===== src/rtl/rx_demux_if.sv =====
// AXI-Stream style 32-bit word channel shared by the receive FIFO and the three sinks of rx_demux.
// master drives valid/data/last and samples ready; slave is the mirror image.
interface rx_demux_if;
    logic        tvalid;
    logic        tready;
    logic [31:0] tdata;
    logic        tlast;

    modport master (output tvalid, output tdata, output tlast, input tready);
    modport slave  (input tvalid, input tdata, input tlast, output tready);
endinterface


===== src/rtl/rx_demux.sv =====
// Receive-side demultiplexer: steers whole packets from the bridge RX FIFO to slot 1, slot 2 or pass-through.
// Optional feature RXDMX_DROP_EN: packets whose header ID equals DROP_ID are consumed and discarded.
module rx_demux #(
    parameter logic [7:0]  SLT1_ID   = 8'h01,
    parameter logic [7:0]  SLT2_ID   = 8'h02,
    parameter logic [7:0]  DROP_ID   = 8'hFF,
    parameter int unsigned MAX_WORDS = 380
) (
    input  logic        clk,
    input  logic        rst,
    rx_demux_if.slave   rxif_fifo,
    rx_demux_if.master  slt1_fifo,
    rx_demux_if.master  slt2_fifo,
    rx_demux_if.master  passThru_fifo,
    output logic        oversize,
    output logic [1:0]  dbg_state
);

    // Handshake: a word moves on a rising clk edge where tvalid && tready are both high;
    // tvalid never waits on tready, and data/last stay stable while tvalid is high and tready low.

`ifdef RXDMX_DROP_EN
    localparam bit DROP_EN = 1'b1;
`else
    localparam bit DROP_EN = 1'b0;
`endif

    localparam logic [15:0] MAX_W  = 16'(MAX_WORDS);
    localparam logic [1:0]  DST_PT = 2'd0;
    localparam logic [1:0]  DST_S1 = 2'd1;
    localparam logic [1:0]  DST_S2 = 2'd2;

    typedef enum logic [1:0] {
        ST_IDLE = 2'd0,
        ST_PKT  = 2'd1,
        ST_DROP = 2'd2
    } state_t;

    state_t      state_q,    state_d;
    logic [15:0] cnt_q,      cnt_d;
    logic        out_vld_q,  out_vld_d;
    logic [31:0] out_data_q, out_data_d;
    logic        out_last_q, out_last_d;
    logic [1:0]  out_dst_q,  out_dst_d;
    logic        oversize_q, oversize_d;

    logic       sel_ready;
    logic       out_hs;
    logic       in_ready;
    logic       in_hs;
    logic       load;
    logic       ld_last;
    logic [1:0] ld_dst;
    logic [7:0] hdr_id;
    logic       hdr_drop;

    always_comb begin
        case (out_dst_q)
            DST_S1:  sel_ready = slt1_fifo.tready;
            DST_S2:  sel_ready = slt2_fifo.tready;
            default: sel_ready = passThru_fifo.tready;
        endcase
    end

    assign out_hs   = out_vld_q && sel_ready;
    assign in_ready = (state_q == ST_DROP) || !out_vld_q || sel_ready;
    assign in_hs    = rxif_fifo.tvalid && in_ready;
    assign hdr_id   = rxif_fifo.tdata[31:24];
    assign hdr_drop = DROP_EN && (hdr_id == DROP_ID);

    always_comb begin
        state_d    = state_q;
        cnt_d      = cnt_q;
        load       = 1'b0;
        ld_last    = rxif_fifo.tlast;
        // out_dst_q only changes on a load, so inside a packet it still holds the locked destination.
        ld_dst     = out_dst_q;
        oversize_d = 1'b0;

        case (state_q)
            ST_IDLE: begin
                if (in_hs) begin
                    if (hdr_drop) begin
                        if (!rxif_fifo.tlast) state_d = ST_DROP;
                    end else begin
                        load  = 1'b1;
                        cnt_d = 16'd1;
                        if (hdr_id == SLT1_ID)      ld_dst = DST_S1;
                        else if (hdr_id == SLT2_ID) ld_dst = DST_S2;
                        else                        ld_dst = DST_PT;
                        if (!rxif_fifo.tlast) state_d = ST_PKT;
                    end
                end
            end
            ST_PKT: begin
                if (in_hs) begin
                    load  = 1'b1;
                    cnt_d = cnt_q + 16'd1;
                    if (rxif_fifo.tlast) begin
                        state_d = ST_IDLE;
                    end else if (cnt_d == MAX_W) begin
                        // Truncate: close the packet downstream and swallow the rest of it.
                        ld_last    = 1'b1;
                        oversize_d = 1'b1;
                        state_d    = ST_DROP;
                    end
                end
            end
            ST_DROP: begin
                if (in_hs && rxif_fifo.tlast) state_d = ST_IDLE;
            end
            default: state_d = ST_IDLE;
        endcase

        out_vld_d  = load || (out_vld_q && !out_hs);
        out_data_d = load ? rxif_fifo.tdata : out_data_q;
        out_last_d = load ? ld_last         : out_last_q;
        out_dst_d  = load ? ld_dst          : out_dst_q;
    end

    always_ff @(posedge clk or posedge rst) begin
        if (rst) begin
            state_q    <= ST_IDLE;
            cnt_q      <= 16'd0;
            out_vld_q  <= 1'b0;
            out_data_q <= 32'd0;
            out_last_q <= 1'b0;
            out_dst_q  <= DST_PT;
            oversize_q <= 1'b0;
        end else begin
            state_q    <= state_d;
            cnt_q      <= cnt_d;
            out_vld_q  <= out_vld_d;
            out_data_q <= out_data_d;
            out_last_q <= out_last_d;
            out_dst_q  <= out_dst_d;
            oversize_q <= oversize_d;
        end
    end

    // Ready is forced low combinationally so it drops the instant rst rises.
    assign rxif_fifo.tready = !rst && in_ready;

    assign slt1_fifo.tvalid     = out_vld_q && (out_dst_q == DST_S1);
    assign slt1_fifo.tdata      = out_data_q;
    assign slt1_fifo.tlast      = out_last_q;
    assign slt2_fifo.tvalid     = out_vld_q && (out_dst_q == DST_S2);
    assign slt2_fifo.tdata      = out_data_q;
    assign slt2_fifo.tlast      = out_last_q;
    assign passThru_fifo.tvalid = out_vld_q && (out_dst_q == DST_PT);
    assign passThru_fifo.tdata  = out_data_q;
    assign passThru_fifo.tlast  = out_last_q;

    assign oversize  = oversize_q;
    assign dbg_state = state_q;

endmodule


===== src/flat_wrapper.sv =====
// flat-port wrapper written by rule: the top's interface ports become plain ports
module rx_demux_flat 
#(
    parameter logic [7:0]  SLT1_ID   = 8'h01,
    parameter logic [7:0]  SLT2_ID   = 8'h02,
    parameter logic [7:0]  DROP_ID   = 8'hFF,
    parameter int unsigned MAX_WORDS = 380
)
  (clk, rst, oversize, dbg_state, rxif_fifo_tvalid, rxif_fifo_tdata, rxif_fifo_tlast, rxif_fifo_tready, slt1_fifo_tvalid, slt1_fifo_tdata, slt1_fifo_tlast, slt1_fifo_tready, slt2_fifo_tvalid, slt2_fifo_tdata, slt2_fifo_tlast, slt2_fifo_tready, passThru_fifo_tvalid, passThru_fifo_tdata, passThru_fifo_tlast, passThru_fifo_tready);
  rx_demux_if rxif_fifo_i ();
  rx_demux_if slt1_fifo_i ();
  rx_demux_if slt2_fifo_i ();
  rx_demux_if passThru_fifo_i ();
  input  logic clk;
  input  logic rst;
  output logic oversize;
  output logic [1:0] dbg_state;
  input wire logic [$bits(rxif_fifo_i.tvalid)-1:0] rxif_fifo_tvalid;
  input wire logic [$bits(rxif_fifo_i.tdata)-1:0] rxif_fifo_tdata;
  input wire logic [$bits(rxif_fifo_i.tlast)-1:0] rxif_fifo_tlast;
  output wire logic [$bits(rxif_fifo_i.tready)-1:0] rxif_fifo_tready;
  output wire logic [$bits(slt1_fifo_i.tvalid)-1:0] slt1_fifo_tvalid;
  output wire logic [$bits(slt1_fifo_i.tdata)-1:0] slt1_fifo_tdata;
  output wire logic [$bits(slt1_fifo_i.tlast)-1:0] slt1_fifo_tlast;
  input wire logic [$bits(slt1_fifo_i.tready)-1:0] slt1_fifo_tready;
  output wire logic [$bits(slt2_fifo_i.tvalid)-1:0] slt2_fifo_tvalid;
  output wire logic [$bits(slt2_fifo_i.tdata)-1:0] slt2_fifo_tdata;
  output wire logic [$bits(slt2_fifo_i.tlast)-1:0] slt2_fifo_tlast;
  input wire logic [$bits(slt2_fifo_i.tready)-1:0] slt2_fifo_tready;
  output wire logic [$bits(passThru_fifo_i.tvalid)-1:0] passThru_fifo_tvalid;
  output wire logic [$bits(passThru_fifo_i.tdata)-1:0] passThru_fifo_tdata;
  output wire logic [$bits(passThru_fifo_i.tlast)-1:0] passThru_fifo_tlast;
  input wire logic [$bits(passThru_fifo_i.tready)-1:0] passThru_fifo_tready;
  assign rxif_fifo_i.tvalid = rxif_fifo_tvalid;
  assign rxif_fifo_i.tdata = rxif_fifo_tdata;
  assign rxif_fifo_i.tlast = rxif_fifo_tlast;
  assign rxif_fifo_tready = rxif_fifo_i.tready;
  assign slt1_fifo_tvalid = slt1_fifo_i.tvalid;
  assign slt1_fifo_tdata = slt1_fifo_i.tdata;
  assign slt1_fifo_tlast = slt1_fifo_i.tlast;
  assign slt1_fifo_i.tready = slt1_fifo_tready;
  assign slt2_fifo_tvalid = slt2_fifo_i.tvalid;
  assign slt2_fifo_tdata = slt2_fifo_i.tdata;
  assign slt2_fifo_tlast = slt2_fifo_i.tlast;
  assign slt2_fifo_i.tready = slt2_fifo_tready;
  assign passThru_fifo_tvalid = passThru_fifo_i.tvalid;
  assign passThru_fifo_tdata = passThru_fifo_i.tdata;
  assign passThru_fifo_tlast = passThru_fifo_i.tlast;
  assign passThru_fifo_i.tready = passThru_fifo_tready;
  rx_demux #(.SLT1_ID(SLT1_ID), .SLT2_ID(SLT2_ID), .DROP_ID(DROP_ID), .MAX_WORDS(MAX_WORDS)) u_core (.clk(clk), .rst(rst), .rxif_fifo(rxif_fifo_i), .slt1_fifo(slt1_fifo_i), .slt2_fifo(slt2_fifo_i), .passThru_fifo(passThru_fifo_i), .oversize(oversize), .dbg_state(dbg_state));
endmodule

===== config.mk =====
export PLATFORM = sky130hd
export DESIGN_NAME = rx_demux_flat
export DESIGN_NICKNAME = d
export VERILOG_FILES = /design/src/rtl/rx_demux_if.sv /design/src/rtl/rx_demux.sv /design/src/flat_wrapper.sv
export SDC_FILE = /design/constraint.sdc
export NUM_CORES = 1
export LEC_CHECK = 0
export ABC_AREA = 1
export CORE_ASPECT_RATIO = 1.5
export CORE_UTILIZATION = 38
export CTS_CLUSTER_DIAMETER = 100
export DETAILED_ROUTE_END_ITERATION = 8
export GPL_TIMING_DRIVEN = 1
export PLACE_DENSITY = 0.79
export SYNTH_ARGS = -nofsm -noshare
export SYNTH_HDL_FRONTEND = slang
export SYNTH_SLANG_ARGS = --single-unit

===== constraint.sdc =====
create_clock -name clk -period 1.9 [get_ports clk]
set_clock_uncertainty 0.2 [all_clocks]
set_input_delay 0.19 -clock clk [delete_from_list [all_inputs] [get_ports clk]]
set_output_delay 0.19 -clock clk [all_outputs]
set_load 0.005 [all_outputs]

==> out/qor.txt, run 1 <==
Area contributors post-synth: dfrtp_1, nand2_1, buf_4
RSZ-0062 raised after global routing: true
# IOs: 145
Hold Path Class: input pin to flip-flop
Worst slew margin: 77.6%
Post-synth EDFFs: 0
PortBufs: 144
Placed Instances: 623
CTS tree: done
Cell family with most CP delay: buffers and inverters
Average footprint of a synthesized cell: 7.55 µm²
Final Instance Area: 0.00519 mm²
WHS: 235 ps
#FFs+latches synth: 55
Worst slew pin tran: 334 ps
Final setup viols: 55
Iter 0 DRT Violations: 246
Startpoint types: flip-flop
Final worst slack: -258 ps
Unique masters post-synth: 25
Core area: 0.00811 mm²
Power Density: 822 mW/mm²
Final wirelength: 10.1 mm
Area growth syn-to-layout: 60.5%
Final Instance Count excl. Fillers: 655
Crit Path Max Fanout: 5
Arrival time worst endpoint: 2140 ps
Sequential share of the synthesized area: 42.6%
Worst-Skew Late Latency: 300 ps
Drt pass-1 iters: 4
Worst vdd ir: 0.544 mV
Layout cells sized above 1: 23.5%
Total inserted antenna cells: 0
Initial Util: 39.9%
Pleak: 2.38 nW
Synth top area share: 42.6%
Final core utilization: 64.0%
Antenna violations before repair: 0
Slowest CP cell: dfrtp_1
Syn_nets: 472
Routed vias/inst: 4.95
Clock tree sinks: 55
First-pass GRT wire length: 14.6 mm
Async SR Flop Fraction: 100%
Tcrit/Tclk final: 114%
Gpl congestion: 0.895
Final Hold Vio Count: 0
Row count: 40
Final Critical Period: 2160 ps
CTS HTree Levels: 2
Cell Area, Placed: 0.00443 mm²
Req. time, crit path: 1880 ps
CP endpoint kind: flip-flop
CTS clk-pin slew, worst paths: 70 ps
CTS root buffer: clkbuf_16
Post-DP HPWL: 6.40 mm
Pwr Total: 4.26 mW
Number of global-route vias before repair: 3083
Die height: 115 µm
Failing checks: negative setup slack
Tot GR Track Use: 20.8%
Max stage delay on crit path: 420 ps
Gate Count Post-Synth: 428
Maximum Capacitance Violations: 0
Die area: 0.00889 mm²
Top-count cell post-synth: nand2_1
# nets final: 594
WS Path Type: flip-flop to flip-flop
Largest net degree at the start of global routing: 45
Clock tree buffer depth: 2
DRC Markers: 0
Max Slew Vio Count: 0
CP bufs+invs: 6
Width of the die: 77.3 µm
Final setup TNS: -9140 ps
GRT overflow: 0
Main synth FF type: dfrtp_1
Post-Synthesis Cell Area: 0.00323 mm²
Critical-path cell list: inv_2 -> ha_4 -> inv_2 -> nand2_4 -> nand4_4 -> buf_6 -> nand2_4 -> nor2_4 -> buf_4 -> buf_6 -> clkbuf_16 -> nand2_2 -> nand2_1
Yosys Warn Count: 0
Drt wl/cell: 15.4 µm
DP Worst Slack: -133 ps
Most common library cells after synthesis: nand2_1, buf_4, dfrtp_1, inv_1, nor2_1
Total CTS buffers: 5
Via Count: 3240
Post-DRT Antenna Nets: 0
Area leader, netlist: dfrtp_1
Status: finished, violations left
# fillers: 601
Max Fclk: 463 MHz
cell families (layout without fill, tap and decap cells):
family / Yosys count / count (layout) / synth area share, %
flops: 55 / 55 / 42.6
compound gates: 26 / 26 / 4.41
simple gates: 229 / 229 / 29.8
fa+ha+maj: 5 / 5 / 1.94
buf+inv: 112 / 234 / 21.0
xor+xnor: 1 / 1 / 0.271
worst min-delay path: cells and delay by family:
family,cells,cell delay (ps)
buffers and inverters,1,390
and+or+nand+nor,2,110
power by group:
| group | internal (mW) | switching (mW) |
|---|---|---|
| Sequential | 1.33 | 0.202 |
| Clock | 0.616 | 0.432 |
| Combinational | 1.03 | 0.648 |
| Total | 2.98 | 1.28 |
sequential cells by signal (all words and copies together), names as in the netlist:
| signal | flops |
|---|---|
| u_core.out_vld_q | 1 |
| u_core.dbg_state | 2 |
| u_core.passThru_fifo.tlast | 1 |
| u_core.oversize | 1 |
| u_core.out_dst_q | 2 |
| u_core.passThru_fifo.tdata | 32 |
| u_core.cnt_q | 16 |
repair_timing:
| item | CTS | global route |
|---|---|---|
| endpoints found under the hold margin | 11 | 0 |
| hold buffers | 1 | 0 |
| resized for setup | 49 | 65 |
| gates cloned | 0 | 3 |
| buffers inserted | 12 | 9 |
| setup endpoints to repair | 48 | 56 |
| pin swaps | 13 | 19 |
path summary, 6_finish.rpt:
check / start / endpoint / slack [ps] / cells after the start
min in group asynchronous: rst / u_core.passThru_fifo.tdata[2] / 530 / 3
max in group asynchronous: rst / u_core.passThru_fifo.tdata[20] / 430 / 4
min: rxif_fifo_tdata[23] / u_core.passThru_fifo.tdata[23] / 230 / 3
max: u_core.out_dst_q[0] / u_core.passThru_fifo.tdata[9] / -260 / 13
min reg2reg: u_core.passThru_fifo.tdata[22] / u_core.passThru_fifo.tdata[22] / 330 / 2
max reg2reg: u_core.out_dst_q[0] / u_core.passThru_fifo.tdata[9] / -260 / 13
routing by layer:
layer	up-vias	global-route usage, %	routed length, µm
met2	144	38.9	5550
met3	34	2.78	467
met5	-	0	0
met1	1562	22.2	3710
met4	0	11.6	374
li1	1500	-	-
cells in the final DEF (no fill, tap or decap), types with 2 or more instances in the layout:
| master | count |
|---|---|
| nand2_1 | 130 |
| buf_4 | 28 |
| ha_4 | 4 |
| nand2_2 | 30 |
| buf_6 | 10 |
| nand3_1 | 14 |
| nand2_4 | 12 |
| dlygate4sd2_1 | 2 |
| buf_12 | 3 |
| clkbuf_16 | 7 |
| nand4_1 | 8 |
| nor2_2 | 5 |
| inv_2 | 7 |
| nand3_2 | 3 |
| clkdlybuf4s50_1 | 140 |
| o22ai_2 | 2 |
| nor3_1 | 2 |
| inv_4 | 2 |
| inv_1 | 29 |
| o21ai_2 | 2 |
| nor2_1 | 13 |
| o21ai_0 | 4 |
| nor2_4 | 8 |
| o22ai_1 | 5 |
| dfrtp_1 | 55 |
| a21oi_1 | 3 |
| o21ai_1 | 9 |
cell type report:
type	count	area (µm²)	share of cell area (%)
inverters	38	148	2.85
multi-input cells	261	1480	28.5
repair buffers	189	1890	36.5
clock buffers	5	125	2.41
well taps	105	131	2.53
flip-flops and latches	55	1380	26.5
clock inverters	2	37.5	0.724
Note: power is estimated with default switching activity, not from simulation.
==> inputs of run 2 (changes only) <==
--- a/config.mk
+++ b/config.mk
@@ -12,6 +12,7 @@
 export DETAILED_ROUTE_END_ITERATION = 8
 export GPL_TIMING_DRIVEN = 1
 export PLACE_DENSITY = 0.79
+export SKIP_CTS_REPAIR_TIMING = 1
 export SYNTH_ARGS = -nofsm -noshare
 export SYNTH_HDL_FRONTEND = slang
 export SYNTH_SLANG_ARGS = --single-unit
==> out/qor.txt, run 2 (same netlist as run 1, synthesis figures left out) <==
Status: finished, violations left
Failing checks: negative hold slack, negative setup slack
CTS root buffer: clkbuf_16
Final Instance Count excl. Fillers: 647
Total CTS buffers: 5
Arrival time worst endpoint: 2100 ps
CTS HTree Levels: 2
Iter 0 DRT Violations: 166
Final setup viols: 53
Placed Instances: 623
DP Worst Slack: -133 ps
Most frequent cells in the layout: nand2_1, clkdlybuf4s50_1, dfrtp_1, inv_1, buf_4
CTS tree: done
FF+latch area: 0.00138 mm²
CTS clk-pin slew, worst paths: 70 ps
WHS: -28.1 ps
Post-DP HPWL: 6.40 mm
GRT overflow: 0
Post-DRT Antenna Nets: 0
Max Slew Vio Count: 0
Multi-input gate area: 0.00138 mm²
Final Critical Period: 2090 ps
Area growth syn-to-layout: 55.8%
Hold Path Class: input pin to asynchronous set/reset pin
Worst slew pin tran: 265 ps
Initial Util: 39.9%
Layout cells sized above 1: 19.6%
Via Count: 3176
Total inserted antenna cells: 0
Routed vias/inst: 4.91
Cell Area, Placed: 0.00443 mm²
Commonest non-fill, non-tap cell in the layout: nand2_1
Maximum Capacitance Violations: 0
Drt pass-1 iters: 4
RSZ-0062 raised after global routing: true
Number of global-route vias before repair: 2925
Worst slew margin: 82.2%
First-pass GRT wire length: 13.6 mm
Final setup TNS: -5220 ps
CP endpoint kind: flip-flop
Drt wl/cell: 15.0 µm
Die area: 0.00889 mm²
CP bufs+invs: 3
Req. time, crit path: 1910 ps
Final Instance Area: 0.00504 mm²
Startpoint types: flip-flop
Final Hold Vio Count: 11
DRC Markers: 0
WS Path Type: flip-flop to flip-flop
PortBufs: 144
Crit Path Max Fanout: 7
# IOs: 145
Worst-Skew Late Latency: 300 ps
Slowest CP cell: dfrtp_1
Antenna violations before repair: 0
Largest net degree at the start of global routing: 45
Die height: 115 µm
Core area: 0.00811 mm²
Tot GR Track Use: 19.2%
Worst vdd ir: 0.532 mV
Max stage delay on crit path: 410 ps
Final wirelength: 9.71 mm
# nets final: 586
Power Density: 829 mW/mm²
Cell family with most CP delay: simple AND/OR/NAND/NOR gates
Row count: 40
Gpl congestion: 0.895
Critical-path cell list: inv_2 -> ha_4 -> nand2_1 -> nand2_2 -> nand2_2 -> nand4_4 -> nand2_4 -> nor2_4 -> clkinv_4 -> buf_12 -> nor2_4 -> nand2_1 -> o21ai_1
Clock tree sinks: 55
Largest register FFs: 32
Pleak: 2.33 nW
Final worst slack: -191 ps
Clock tree buffer depth: 2
Width of the die: 77.3 µm
Max Fclk: 478 MHz
# fillers: 640
Tcrit/Tclk final: 110%
-- run 2: layout make-up --
cell class	instances	share of cell area [%]
Sequential cell	55	27.4
Multi-Input combinational cell	261	27.3
Timing Repair Buffer	181	36.5
Clock buffer	5	2.48
Clock inverter	2	0.745
Tap cell	105	2.61
Inverter	38	2.93
-- run 2: stage by stage --
step	total power, mW	utilization (%)
after detailed placement	2.94	54.7
after global routing	4.37	62.1
final	4.17	62.1
after floorplan	2.22	-
after global placement	2.89	54.7
after CTS	3.97	56.7
-- run 2: path summary, 6_finish.rpt --
kind                                                 from                        endpoint  slack (ps)  depth (start not counted)
setup / recovery                      u_core.out_dst_q[1]             u_core.out_dst_q[1]        -190                         13
setup reg to reg                      u_core.out_dst_q[1]             u_core.out_dst_q[1]        -190                         13
hold / removal                                        rst  u_core.passThru_fifo.tdata[14]         -30                          2
hold reg to reg            u_core.passThru_fifo.tdata[13]  u_core.passThru_fifo.tdata[13]         330                          2
min in group clk                      rxif_fifo_tdata[13]  u_core.passThru_fifo.tdata[13]         230                          3
max in group asynchronous                             rst                 u_core.cnt_q[2]        1000                          3
-- run 2: metal layers --
layer | wire, µm | part of all wire (%) | global-route usage, %
met5 | 0 | 0 | 0
met4 | 384 | 4.0 | 10.3
met3 | 525 | 5.4 | 3.02
met2 | 5390 | 55 | 36.0
met1 | 3410 | 35 | 20.4
-- run 2: power breakdown --
part           total [mW]  internal (mW)  switching (mW)
clock                1.04          0.615           0.422
combinational        1.59          0.996           0.597
sequential           1.54           1.33           0.208
total                4.17           2.95            1.23
